$ cat src/rtl/legv8_control_unit.sv
// LEGv8 multi-cycle control unit: sequences FETCH -> DECODE -> EXECUTE,
// builds the 34-bit datapath ControlWord and registers the immediate/offset.
module legv8_control_unit #(
    parameter logic [4:0] FS_AND   = 5'b00000,
    parameter logic [4:0] FS_ORR   = 5'b00100,
    parameter logic [4:0] FS_ADD   = 5'b01000,
    parameter logic [4:0] FS_SUB   = 5'b01001,
    parameter logic [4:0] FS_PASSB = 5'b11100
) (
    input  logic        clock,
    input  logic        reset,
    input  logic [31:0] IR,
    input  logic [3:0]  status,
    input  logic [3:0]  alu_status,
    output logic [33:0] ControlWord,
    output logic [63:0] constant,
    output logic [1:0]  state,
    output logic        halted
);

    typedef enum logic [1:0] {
        S_FETCH   = 2'b00,
        S_DECODE  = 2'b01,
        S_EXECUTE = 2'b10,
        S_HALT    = 2'b11
    } state_t;

    typedef enum logic [3:0] {
        OP_NONE, OP_ADD, OP_SUB, OP_AND, OP_ORR, OP_ADDI, OP_SUBI,
        OP_LDUR, OP_STUR, OP_B, OP_CBZ, OP_CBNZ, OP_BCOND
    } op_t;

    state_t cur_state, nxt_state;
    op_t    op;

    logic [4:0] rd, rn, rm;
    assign rd = IR[4:0];
    assign rn = IR[9:5];
    assign rm = IR[20:16];

    // Carry flag and upper live ALU flags play no part in any decision here.
    logic unused_flags;
    assign unused_flags = ^{status[2], alu_status[3:1]};

    // ControlWord fields
    logic       as_sel, bsel, il, sl, c0, mw, rw;
    logic [1:0] ds, ps, size;
    logic [4:0] fs, da, sa, sb;

    // Constant staging: value computed from IR, loaded only in DECODE
    logic signed [63:0] k_nxt;
    logic               k_load;

    // B.cond evaluation on the registered flags; undefined codes fall through as not taken
    function automatic logic cond_taken(input logic [3:0] cond, input logic v,
                                        input logic n, input logic z);
        case (cond)
            4'b0000: cond_taken = z;
            4'b0001: cond_taken = !z;
            4'b1010: cond_taken = (n == v);
            4'b1011: cond_taken = (n != v);
            4'b1100: cond_taken = !z && (n == v);
            4'b1101: cond_taken = z || (n != v);
            4'b1110: cond_taken = 1'b1;
            default: cond_taken = 1'b0;
        endcase
    endfunction

    // Classify the instruction by its opcode field
    always_comb begin
        op = OP_NONE;
        if      (IR[31:21] == 11'b10001011000) op = OP_ADD;
        else if (IR[31:21] == 11'b11001011000) op = OP_SUB;
        else if (IR[31:21] == 11'b10001010000) op = OP_AND;
        else if (IR[31:21] == 11'b10101010000) op = OP_ORR;
        else if (IR[31:22] == 10'b1001000100)  op = OP_ADDI;
        else if (IR[31:22] == 10'b1101000100)  op = OP_SUBI;
        else if (IR[31:21] == 11'b11111000010) op = OP_LDUR;
        else if (IR[31:21] == 11'b11111000000) op = OP_STUR;
        else if (IR[31:26] == 6'b000101)       op = OP_B;
        else if (IR[31:24] == 8'b10110100)     op = OP_CBZ;
        else if (IR[31:24] == 8'b10110101)     op = OP_CBNZ;
        else if (IR[31:24] == 8'b01010100)     op = OP_BCOND;
    end

    // Immediate extraction; branch offsets subtract 4 because FETCH already advanced the PC
    always_comb begin
        k_nxt  = '0;
        k_load = 1'b1;
        case (op)
            OP_ADDI, OP_SUBI: k_nxt = {52'd0, IR[21:10]};
            OP_LDUR, OP_STUR: k_nxt = {{55{IR[20]}}, IR[20:12]};
            OP_B:             k_nxt = $signed({{36{IR[25]}}, IR[25:0], 2'b00}) - 64'sd4;
            OP_CBZ, OP_CBNZ, OP_BCOND:
                              k_nxt = $signed({{43{IR[23]}}, IR[23:5], 2'b00}) - 64'sd4;
            default:          k_load = 1'b0;
        endcase
    end

    // State register
    always_ff @(posedge clock or negedge reset) begin
        if (!reset) cur_state <= S_FETCH;
        else        cur_state <= nxt_state;
    end

    // Constant register, captured at the end of DECODE
    always_ff @(posedge clock or negedge reset) begin
        if (!reset)                                constant <= '0;
        else if (cur_state == S_DECODE && k_load)  constant <= k_nxt;
    end

    // Next-state sequencing; unsupported opcodes park the unit in HALT
    always_comb begin
        nxt_state = cur_state;
        case (cur_state)
            S_FETCH:   nxt_state = S_DECODE;
            S_DECODE:  nxt_state = (op == OP_NONE) ? S_HALT : S_EXECUTE;
            S_EXECUTE: nxt_state = S_FETCH;
            default:   nxt_state = S_HALT;
        endcase
    end

    // Control word generation; everything is forced low while reset is held
    always_comb begin
        as_sel = 1'b0; ds = 2'b00; ps = 2'b00; bsel = 1'b0; il = 1'b0; sl = 1'b0;
        fs = 5'd0; c0 = 1'b0; size = 2'b00; mw = 1'b0; rw = 1'b0;
        da = 5'd0; sa = 5'd0; sb = 5'd0;
        if (reset) begin
            case (cur_state)
                S_FETCH: begin
                    as_sel = 1'b1; ds = 2'b11; size = 2'b11; il = 1'b1; ps = 2'b01;
                end
                S_EXECUTE: begin
                    case (op)
                        OP_ADD, OP_SUB, OP_AND, OP_ORR, OP_ADDI, OP_SUBI: begin
                            da = rd; sa = rn; sb = rm; sl = 1'b1;
                            rw = (rd != 5'd31);
                            bsel = (op == OP_ADDI) || (op == OP_SUBI);
                            case (op)
                                OP_SUB, OP_SUBI: begin fs = FS_SUB; c0 = 1'b1; end
                                OP_AND:          fs = FS_AND;
                                OP_ORR:          fs = FS_ORR;
                                default:         fs = FS_ADD;
                            endcase
                        end
                        OP_LDUR: begin
                            sa = rn; bsel = 1'b1; fs = FS_ADD; ds = 2'b11; size = 2'b11;
                            da = rd; rw = (rd != 5'd31);
                        end
                        OP_STUR: begin
                            sa = rn; bsel = 1'b1; fs = FS_ADD; sb = rd; ds = 2'b01;
                            size = 2'b11; mw = 1'b1;
                        end
                        OP_B:     ps = 2'b10;
                        OP_CBZ, OP_CBNZ: begin
                            sb = rd; fs = FS_PASSB;
                            ps = (alu_status[0] == (op == OP_CBZ)) ? 2'b10 : 2'b00;
                        end
                        OP_BCOND: ps = cond_taken(IR[3:0], status[3], status[1], status[0])
                                       ? 2'b10 : 2'b00;
                        default: ;
                    endcase
                end
                default: ;
            endcase
        end
    end

    assign ControlWord = {as_sel, ds, ps, 1'b0, bsel, il, sl, fs, c0, size, mw, rw, da, sa, sb};
    assign state       = cur_state;
    assign halted      = (cur_state == S_HALT);

endmodule
$ cat config.mk
export PLATFORM = sky130hd
export DESIGN_NAME = legv8_control_unit
export DESIGN_NICKNAME = d
export VERILOG_FILES = /design/src/rtl/legv8_control_unit.sv
export SDC_FILE = /design/constraint.sdc
export NUM_CORES = 1
export LEC_CHECK = 0
export CAP_MARGIN = 10
export CORE_ASPECT_RATIO = 0.8
export CORE_MARGIN = 10
export CORE_UTILIZATION = 30
export DETAILED_ROUTE_END_ITERATION = 8
export PLACE_DENSITY_LB_ADDON = 0.05
export SYNTH_ARGS = -nofsm -noshare
export SYNTH_HDL_FRONTEND = slang
export SYNTH_SLANG_ARGS = --single-unit
$ cat constraint.sdc
create_clock -name clock -period 8.45 [get_ports clock]
set_input_delay 1.69 -clock clock [delete_from_list [all_inputs] [get_ports clock]]
set_output_delay 1.69 -clock clock [all_outputs]
set_load 0.01 [all_outputs]
==> run_results.csv <==
group,metric,value,unit
run_status,outcome,"complete, no violations",
yosys,synth.most_common_cell,"buf_4",
power_and_ir_drop,ir_drop,0.0741,mV
cts,ctsLongestPathBuffers,2,
sta,setup_violations,0,
yosys,synth_xor_area_frac,0.0903,
detailed_routing,drt_drc_violations_left,0,
sta,post-route-period-util,0.816,
layout,syn_to_final_growth,33.7,%
sta,drv_slew,0,
yosys,async_flop_share,1.00,
detailed_routing,drt_iter0_markers,189,
detailed_routing,drt_pass1_iterations,5,
sta,rsz0062_at_grt,"no",
power_and_ir_drop,cellPowerDensity,155,mW/mm²
yosys,synth_seq_area_share,0.216,
floorplan,start_util,0.309,
cts,cts.sinks,31,
yosys,synth_top_cells_by_area,"dfrtp_1 (22%), buf_4 (10%), xnor2_1 (6.1%)",
floorplan,ioPinCount,143,
floorplan,die_w,142,µm
worst_setup_path,cp_max_fo,13,
yosys,synth_seq_cells,31,
cts,clock_latency,0.28,ns
worst_setup_path,start_kind,"primary input",
sta,tightest_slew,0.992,ns
worst_setup_path,timing.critical_path.to_type,"output port",
yosys,syn_area,0.00359,mm²
power_and_ir_drop,p_leak,1.78,nW
worst_setup_path,criticalPathCategory,"primary input to output port",
sta,setup-tns-final,0,ns
run,maxCapViolations,0,
floorplan,die_h,118,µm
yosys,synth_ff_type,"dfrtp_1",
cts,ctsHoldBuffers,0,
layout,fin_nets,563,
global_routing,grt_first_pass_wirelength,21.3,mm
floorplan,die_area,0.0168,mm²
yosys,synth.area.mux_share,0.00907,
yosys,synth_top_family_by_area,"simple AND/OR/NAND/NOR gates",
yosys,yosysWarnings,0,
layout,layout-drive-gt1-share,0.0698,
yosys,ys_types,77,
yosys,synth_common_cells,"buf_4 (48), nand2_1 (35), dfrtp_1 (31)",
yosys,synth_edf_count,0,
global_routing,grt_pass1_vias,3595,
sta,fmax,145,MHz
floorplan,rows,35,
detailed_routing,ant_nets,0,
sta,post-route-min-period,6.90,ns
cts,cts_setup_buffers,0,
sta,max_slew_margin,0.329,
placed_design,io_buffers,136,
detailed_routing,via_count,3568,
cts,path_clk_slew,0.05,ns
cts,cts_tree,"yes",
min_path,hold_class,"flop to flop",
sta,hold_viol,0,
cts,cts_resized,0,
power_and_ir_drop,finalPower,0.744,mW
cts,htreeDepth,2,
global_routing,grt_max_degree,58,
floorplan,core_area,0.0116,mm²
global_routing,antenna_found_initial,0,
global_routing,grt.total_usage,0.156,
detailed_routing,wl_per_cell,20.3,µm
yosys,syn_area_per_cell,7.90,µm²
yosys,synth_top_area_cell,"dfrtp_1",
worst_setup_path,cp_data_required_time,6.76,ns
detailed_routing,route.final.wire_length,13.5,mm
yosys,synthCells,454,
placed_design,hpwl,10.7,mm
yosys,yosys.area_share.simple,0.278,
sta,clock_skew,0.00501,ns
global_routing,overflow,0,
yosys,synth-adder-area-share,0.0209,
cts,numCtsBuffers,5,
yosys,synth_compound_area_frac,0.222,
yosys,synth_top_area_frac,0.216,
worst_setup_path,cp.arrival,5.21,ns
placed_design,gp_congestion,0.859,
detailed_routing,via_per_inst,5.37,
cts,root_buffer,"clkbuf_16",
registers in the layout, indices dropped and copies added, names as in the netlist:
register	cells
constant	29
state	2
placed cells by master (no fill, tap or decap), types with 4 or more instances in the layout:
master,synthesis,final
nor2_1,23,23
o2bb2ai_1,5,5
nand4_1,9,9
dfrtp_1,31,31
o31ai_1,5,5
a221oi_1,6,6
a31oi_1,5,5
a211oi_1,4,4
or4_1,5,5
and2_1,10,10
inv_1,9,9
or2_2,4,4
and3_1,10,10
nand2_1,35,35
clkbuf_16,0,5
nand3_1,13,13
nor4b_1,4,4
ha_1,6,6
nor3_1,7,7
xnor2_1,25,25
o21ai_0,26,26
nor4_1,10,10
a22oi_1,11,11
a21o_1,4,4
xor2_1,12,12
clkdlybuf4s50_1,0,136
a21oi_1,26,26
where the power goes:
| group | internal, mW | leakage, nW | total (mW) | switching (mW) |
|---|---|---|---|---|
| Sequential | 0.163 | 0.414 | 0.193 | 0.0306 |
| Clock | 0.125 | 0.0761 | 0.191 | 0.0662 |
| Combinational | 0.203 | 1.29 | 0.360 | 0.157 |
| Total | 0.491 | 1.78 | 0.744 | 0.253 |
path summary, 6_finish.rpt:
check / from / slack (ns) / cells after the start / end
setup / recovery: IR[22] / 1.55 / 8 / ControlWord[15]
max in group asynchronous: reset / 6.32 / 2 / constant[1]$_DFFE_PN0P_
min in group asynchronous: reset / 1.81 / 2 / state[0]$_DFF_PN0_
setup reg to reg: state[1]$_DFF_PN0_ / 6.79 / 4 / constant[17]$_DFFE_PN0P_
hold / removal: constant[1]$_DFFE_PN0P_ / 0.48 / 2 / constant[1]$_DFFE_PN0P_
hold reg to reg: constant[1]$_DFFE_PN0P_ / 0.48 / 2 / constant[1]$_DFFE_PN0P_
critical path, stage by stage:
cell             delay, ns
clkdlybuf4s50_1       0.68
nor4b_1               0.54
and3_1                0.45
a32oi_1               0.20
and3_1                0.31
o31ai_2               0.52
and3_1                0.27
clkdlybuf4s50_1       0.54
layer usage:
layer  GRT usage  routed length, µm  vias to the layer above
met3      0.0456               1270                       12
met1       0.221               6340                     1701
li1            -                  -                     1727
met2       0.226               5740                      128
met4      0.0306                148                        0
met5           0                  0                        -
cells by family after synthesis:
kind of cell	Yosys count
AO/OA/AOI/OAI	116
XOR/XNOR	37
adder cells (fa/ha/maj)	6
buffers and inverters	96
flip-flops	31
multiplexers	3
other	1
AND/OR/NAND/NOR	164
layout make-up:
type | count | area [µm²]
Timing Repair Buffer | 140 | 1390
Multi-Input combinational cell | 328 | 2250
Tap cell | 148 | 185
Inverter | 9 | 33.8
Clock inverter | 1 | 7.51
Fill cell | 1169 | 6810
Antenna cell | 1 | 2.50
Clock buffer | 7 | 153
Sequential cell | 31 | 776
per-stage QoR:
stage	cells	area, µm²	util	hold WS [ns]	worst slack (ns)
2_1_floorplan	455	3590	-	0.514	3.21
3_3_place_gp	655	4630	0.399	0.463	1.58
3_5_place_dp	655	4630	0.399	0.466	1.58
4_1_cts	663	4790	0.413	0.486	1.57
5_1_grt	664	4790	0.413	0.505	1.33
6_report	665	4800	0.413	0.477	1.55
(Power assumes the default switching activity.)
